--- config.mk ---
export PLATFORM = sky130hd
export DESIGN_NAME = rom_burst_reader
export DESIGN_NICKNAME = d
export VERILOG_FILES = /design/src/rtl/rom_reader_pkg.sv /design/src/rtl/rom_reader_fifo.sv /design/src/rtl/rom_burst_reader.sv
export SDC_FILE = /design/constraint.sdc
export NUM_CORES = 1
export LEC_CHECK = 0
export CAP_MARGIN = 0
export CORE_MARGIN = 4
export CORE_UTILIZATION = 55
export DETAILED_ROUTE_END_ITERATION = 10
export MAX_ROUTING_LAYER = met4
export PLACE_DENSITY_LB_ADDON = 0.25
export SLEW_MARGIN = 20
export SYNTH_ARGS = -nofsm -noshare
export SYNTH_HDL_FRONTEND = slang
export SYNTH_HIERARCHICAL = 1
export SYNTH_SLANG_ARGS = --single-unit
--- constraint.sdc ---
create_clock -name clock -period 7 [get_ports clock]
set_input_delay 2.1 -clock clock [delete_from_list [all_inputs] [get_ports clock]]
set_output_delay 2.1 -clock clock [all_outputs]
set_load 0.1 [all_outputs]
--- src/rtl/rom_reader_pkg.sv ---
// Shared types and helpers for the ROM burst reader.
package rom_reader_pkg;

  typedef enum logic [1:0] {
    IDLE  = 2'd0,
    ISSUE = 2'd1,
    DRAIN = 2'd2
  } reader_state_t;

  // Next word address, wrapping to 0 after the last valid word.
  function automatic int unsigned wrap_inc(input int unsigned addr, input int unsigned limit);
    return (addr + 1 >= limit) ? 0 : addr + 1;
  endfunction

endpackage

--- src/rtl/rom_reader_fifo.sv ---
// Synchronous output FIFO holding captured memory words with their last flag.
module rom_reader_fifo #(
  parameter int DEPTH = 4,
  parameter type entry_t = logic [7:0],
  localparam int CNT_W = $clog2(DEPTH) + 1
) (
  input  logic             clock,
  input  logic             reset_n,
  input  logic             push,
  input  entry_t           push_entry,
  input  logic             pop,
  output entry_t           head,
  output logic [CNT_W-1:0] count
);

  localparam int PTR_W = (DEPTH > 1) ? $clog2(DEPTH) : 1;

  entry_t           store_q [DEPTH];
  entry_t           store_d [DEPTH];
  logic [PTR_W-1:0] wr_ptr_q, wr_ptr_d;
  logic [PTR_W-1:0] rd_ptr_q, rd_ptr_d;
  logic [CNT_W-1:0] count_q, count_d;

  always_comb begin
    store_d  = store_q;
    wr_ptr_d = wr_ptr_q;
    rd_ptr_d = rd_ptr_q;
    if (push) begin
      store_d[wr_ptr_q] = push_entry;
      wr_ptr_d          = wr_ptr_q + 1'b1;
    end
    if (pop) begin
      rd_ptr_d = rd_ptr_q + 1'b1;
    end
    count_d = count_q + CNT_W'(push) - CNT_W'(pop);
  end

  always_ff @(posedge clock) begin
    if (!reset_n) begin
      for (int i = 0; i < DEPTH; i++) begin
        store_q[i] <= '0;
      end
      wr_ptr_q <= '0;
      rd_ptr_q <= '0;
      count_q  <= '0;
    end else begin
      store_q  <= store_d;
      wr_ptr_q <= wr_ptr_d;
      rd_ptr_q <= rd_ptr_d;
      count_q  <= count_d;
    end
  end

  assign head  = store_q[rd_ptr_q];
  assign count = count_q;

endmodule

--- src/rtl/rom_burst_reader.sv ---
// Burst read engine: issues sequential addresses to a fixed-latency memory and
// streams the returned words through a credit-limited FIFO.
module rom_burst_reader
  import rom_reader_pkg::*;
#(
  parameter int WORD_WIDTH   = 32,
  parameter int ADDR_WIDTH   = 10,
  parameter int NUM_WORDS    = 1 << ADDR_WIDTH,
  parameter int READ_LATENCY = 2,
  parameter int FIFO_DEPTH   = 4
) (
  input  logic                  clock,
  input  logic                  reset_n,
  input  logic                  cmd_valid,
  output logic                  cmd_ready,
  input  logic [ADDR_WIDTH-1:0] cmd_addr,
  input  logic [ADDR_WIDTH:0]   cmd_count,
  output logic [ADDR_WIDTH-1:0] mem_address,
  output logic                  mem_enable,
  input  logic [WORD_WIDTH-1:0] mem_q,
  output logic                  out_valid,
  input  logic                  out_ready,
  output logic [WORD_WIDTH-1:0] out_data,
  output logic                  out_last,
  output logic                  busy,
  output logic                  done,
  output reader_state_t         dbg_state
);

  // Handshakes: a transfer happens on a clock edge where valid && ready are
  // both high; valid never depends on ready, and the offered payload is held
  // unchanged while valid is high and ready is low.

  localparam int CNT_W = $clog2(FIFO_DEPTH) + 1;

  typedef struct packed {
    logic                  last;
    logic [WORD_WIDTH-1:0] data;
  } fifo_entry_t;

  reader_state_t         state_q, state_d;
  logic [ADDR_WIDTH-1:0] addr_q, addr_d;
  logic [ADDR_WIDTH-1:0] last_addr_q, last_addr_d;
  logic [ADDR_WIDTH:0]   remaining_q, remaining_d;
  logic [CNT_W-1:0]      credit_q, credit_d;
  logic                  zero_done_q, zero_done_d;

  logic                  idle_ready;
  logic                  cmd_fire;
  logic                  issue;
  logic                  issue_last;
  logic                  push;
  logic                  push_last;
  logic                  pop;
  logic                  fifo_empty;
  logic [CNT_W-1:0]      fifo_count;
  fifo_entry_t           push_entry;
  fifo_entry_t           head;

  // The idle cycle carrying a zero-length done does not take a new command.
  assign idle_ready = (state_q == IDLE) && !zero_done_q;
  assign cmd_fire   = cmd_valid && idle_ready;

  // credit_q counts words issued but not yet popped; a same-cycle pop frees a slot.
  assign issue      = (state_q == ISSUE) && ((credit_q - CNT_W'(pop)) < CNT_W'(FIFO_DEPTH));
  assign issue_last = remaining_q == (ADDR_WIDTH + 1)'(1);

  generate
    if (READ_LATENCY == 0) begin : g_lat0
      assign push      = issue;
      assign push_last = issue_last;
    end else begin : g_lat
      logic [READ_LATENCY-1:0] vld_q, vld_d;
      logic [READ_LATENCY-1:0] lst_q, lst_d;

      always_comb begin
        vld_d = (vld_q << 1) | READ_LATENCY'(issue);
        lst_d = (lst_q << 1) | READ_LATENCY'(issue && issue_last);
      end

      always_ff @(posedge clock) begin
        if (!reset_n) begin
          vld_q <= '0;
          lst_q <= '0;
        end else begin
          vld_q <= vld_d;
          lst_q <= lst_d;
        end
      end

      assign push      = vld_q[READ_LATENCY-1];
      assign push_last = lst_q[READ_LATENCY-1];
    end
  endgenerate

  assign push_entry = '{last: push_last, data: mem_q};

  rom_reader_fifo #(
    .DEPTH   (FIFO_DEPTH),
    .entry_t (fifo_entry_t)
  ) u_fifo (
    .clock      (clock),
    .reset_n    (reset_n),
    .push       (push),
    .push_entry (push_entry),
    .pop        (pop),
    .head       (head),
    .count      (fifo_count)
  );

  assign fifo_empty = (fifo_count == '0);

  always_comb begin
    state_d     = state_q;
    addr_d      = addr_q;
    last_addr_d = last_addr_q;
    remaining_d = remaining_q;
    zero_done_d = 1'b0;
    credit_d    = credit_q + CNT_W'(issue) - CNT_W'(pop);
    case (state_q)
      IDLE: begin
        if (cmd_fire) begin
          if (cmd_count == '0) begin
            zero_done_d = 1'b1;
          end else begin
            state_d     = ISSUE;
            addr_d      = cmd_addr;
            remaining_d = cmd_count;
          end
        end
      end
      ISSUE: begin
        if (issue) begin
          addr_d      = ADDR_WIDTH'(wrap_inc(32'(addr_q), $unsigned(NUM_WORDS)));
          last_addr_d = addr_q;
          remaining_d = remaining_q - 1'b1;
          if (issue_last) begin
            state_d = DRAIN;
          end
        end
      end
      DRAIN: begin
        if (pop && head.last) begin
          state_d = IDLE;
        end
      end
      default: state_d = IDLE;
    endcase
  end

  always_ff @(posedge clock) begin
    if (!reset_n) begin
      state_q     <= IDLE;
      addr_q      <= '0;
      last_addr_q <= '0;
      remaining_q <= '0;
      credit_q    <= '0;
      zero_done_q <= 1'b0;
    end else begin
      state_q     <= state_d;
      addr_q      <= addr_d;
      last_addr_q <= last_addr_d;
      remaining_q <= remaining_d;
      credit_q    <= credit_d;
      zero_done_q <= zero_done_d;
    end
  end

  // Every output is forced low while reset_n is held, even mid-burst.
  assign cmd_ready   = reset_n && idle_ready;
  assign mem_enable  = reset_n;
  assign mem_address = (!reset_n || state_q == IDLE) ? '0 : (issue ? addr_q : last_addr_q);
  assign out_valid   = reset_n && !fifo_empty;
  assign pop         = out_valid && out_ready;
  assign out_data    = reset_n ? head.data : '0;
  assign out_last    = out_valid && head.last;
  assign busy        = reset_n && (state_q != IDLE);
  assign done        = reset_n && (zero_done_q || (state_q == DRAIN && pop && head.last));
  assign dbg_state   = reset_n ? state_q : IDLE;

endmodule

==> impl_metrics.env <==
export IMPL_swShare_pct=28.51
export IMPL_synth_edff_count=0
export IMPL_final_area_um2=10930
export IMPL_vias=7485
export IMPL_crit_type="in2out"
export IMPL_r2r_end="credit_q[2]"
export IMPL_p_int_mw=1.821
export IMPL_grt_pass1_vias=7020
export IMPL_p_sw_uw=726.0
export IMPL_ys_types=62
export IMPL_clock_latency_ns=0.42
export IMPL_hp_class="reg2reg"
export IMPL_avgSynthCellArea_um2=9.493
export IMPL_yosysMostFrequentCell="dfxtp_1"
export IMPL_dpl_worst_slack_ns=0.5699
export IMPL_power_share_clock_pct=38.3
export IMPL_setup_viol=0
export IMPL_routed_via_density=5.908
export IMPL_async_flop_share_pct=0
export IMPL_rr_startpoint="state_q[0]"
export IMPL_synth_main_ff_cell="dfxtp_1"
export IMPL_finalHoldViolations=0
export IMPL_areaGrowthSynthToFinish_pct=15.40
export IMPL_grt_overflow_total=0
export IMPL_cts_resized=0
export IMPL_grt_pass1_wl_mm=35.45
export IMPL_core_um2=16760
export IMPL_rows=47
export IMPL_holdPathStages=1
export IMPL_comb_power_share_pct=17.4
export IMPL_placedInstanceArea_um2=10320
export IMPL_numCtsBuffers=17
export IMPL_grt_use_total_pct=22.24
export IMPL_power_density_nw_per_um2=232.9
export IMPL_tightest_slew_ns=1.045
export IMPL_critical_path_max_fanout=13
export IMPL_synth_seq_cells=180
export IMPL_dieHeight_um=139.2
export IMPL_synth_common_cells="dfxtp_1, a21oi_1, nand3_1"
export IMPL_cts_sinks=180
export IMPL_yosys_warnings=6
export IMPL_status="finished clean"
export IMPL_gp_congestion=0.8400
export IMPL_hold_end="g_lat.lst_q[1]"
export IMPL_start_util_pct=56.53
export IMPL_synth_top_cell_by_area="dfxtp_1"
export IMPL_design_die_area_um2=19390
export IMPL_finalPower_mw=2.547
export IMPL_post_cts_repair_setup_buffers=0
export IMPL_drc=0
export IMPL_cts_hold_buf=0
export IMPL_synth_yosys_seq_area_share_pct=38.03
export IMPL_ios=107
export IMPL_portBuffers=106
export IMPL_slew_limit_headroom_pct=30.32
export IMPL_root_buffer="clkbuf_16"
export IMPL_fin_tns_setup_ns=0
export IMPL_num_antenna_cells=0
export IMPL_min_delay_start="g_lat.lst_q[0]"
export IMPL_netlist_top_cells_area="dfxtp_1, a21bo_2, a21oi_1"
export IMPL_rsz0062_at_grt="no"
export IMPL_maxCapViolCount=0
export IMPL_cts_tree="done"
export IMPL_reg2reg_setup_slack_ns=3.64
export IMPL_period_needed_ns=6.415
export IMPL_power_leakage_nw=3.942
export IMPL_antenna_found_initial=0
export IMPL_avgRoutedWirePerCell_um=16.66
export IMPL_htreeDepth=4
export IMPL_arrival_ns=4.32
export IMPL_crit_start="out_ready"
export IMPL_slew_viol_final=0
export IMPL_drive_gt1_share_pct=25.12
export IMPL_grt_max_degree=192
export IMPL_final_nets=1104
export IMPL_fillers=1433
export IMPL_timing_final_crit_share_pct=91.65
export IMPL_fp_dieW_um=139.2
export IMPL_r2r_cells=11
export IMPL_dpl_hpwl_mm=12.62
export IMPL_fmax_mhz=155.9
export IMPL_cp_start_kind="primary input"
export IMPL_worst_slack_ns=0.5848
export IMPL_clk_path_buf_depth=2
export IMPL_endpoint_kind="output pin"
export IMPL_whs_ns=0.4418
export IMPL_postSynthCellCount=998
export IMPL_skew_ns=0.01082
export IMPL_ant_nets=0
export IMPL_required_ns=4.90
export IMPL_fin_cells=1267
export IMPL_dr_pass1_iters=5
export IMPL_seqPwrFrac_pct=44.3
export IMPL_placed_cells=1235
export IMPL_post_route_util_pct=65.23
export IMPL_clkSlewWorstSetupHoldPaths_ns=0.06
export IMPL_netlist_area_um2=9474
export IMPL_wirelength_mm=21.10
export IMPL_synth_top_area_share_pct=38.03
export IMPL_vdd_drop_max_uv=179.7
export IMPL_first_iter_violations=588
export IMPL_synth_fp_nets=1068
-- cell type report --
class                   count  area, um^2  area share (%)
multi-input cells         698        5189           47.46
repair buffers            121        1181           10.80
clock inverters            10       120.1           1.099
inverters                  16       62.56          0.5722
clock buffers              22       495.5           4.532
flip-flops and latches    180        3610           33.02
well taps                 220       275.3           2.518
-- state kept, by name, indices dropped and copies added (netlist names) --
signal	cells
addr_q	10
credit_q	3
g_lat.lst_q	2
g_lat.vld_q	2
last_addr_q	10
remaining_q	11
state_q	2
u_fifo/count	3
u_fifo/rd_ptr_q	2
u_fifo/store_q	132
u_fifo/wr_ptr_q	2
zero_done_q	1
-- worst max-delay path, cell delays in order --
cell and delay (ns):
clkdlybuf4s50_1 0.50, o311a_4 0.28, and4_4 0.25, or2_1 0.54, mux2i_1 0.32, nor2_1 0.10
buf_12 0.21
-- logic make-up after synthesis --
logic type / after synthesis / share of synthesized area [%]
xor gates and xnor gates: 7 / 0.8056
and+or+nand+nor: 301 / 16.16
AOI/OAI and AO/OA: 332 / 26.47
muxes: 45 / 9.350
adders and majority gates: 13 / 1.875
buffers and inverters: 120 / 7.303
DFF: 180 / 38.03
-- per-layer routing --
| metal | global-route usage, % | part of all wire, % | routed length, um | vias up |
|---|---|---|---|---|
| li1 | - | - | - | 3684 |
| met1 | 30.62 | 47 | 9916 | 3595 |
| met2 | 34.43 | 47 | 9902 | 185 |
| met3 | 4.117 | 5.1 | 1072 | 21 |
| met4 | 5.046 | 1.0 | 212 | 0 |
| met5 | - | 0 | 0 | - |
-- power groups by stage --
stage / Clock [mW] / Sequential, mW / Combinational (mW)
after CTS: 0.990 / 1.13 / 0.445
final: 0.975 / 1.13 / 0.443
after global placement: 0 / 1.15 / 0.436
after detailed placement: 0 / 1.15 / 0.441
after global routing: 1.04 / 1.14 / 0.488
after floorplan: 0 / 1.12 / 0.354
-- cell usage in the layout, fill, tap and decap left out, types with 19 or more instances in the layout --
cell | Yosys | routed
dfxtp_1 | 180 | 177
a21oi_1 | 153 | 153
nand3_1 | 142 | 142
a21bo_2 | 114 | 114
clkdlybuf4s50_1 | 0 | 55
buf_4 | 6 | 54
nor2_1 | 47 | 47
and2_1 | 42 | 42
nand2_1 | 34 | 34
mux4_2 | 27 | 27
a21bo_1 | 19 | 19
-- worst max-delay path by stage --
stage | endpoint | cells past startpoint
after floorplan | mem_address[0] | 5
after global placement | mem_address[1] | 7
after detailed placement | mem_address[7] | 7
after CTS | mem_address[7] | 7
after global routing | mem_address[5] | 7
final | mem_address[7] | 7
Power figures use the tool's default switching activity.
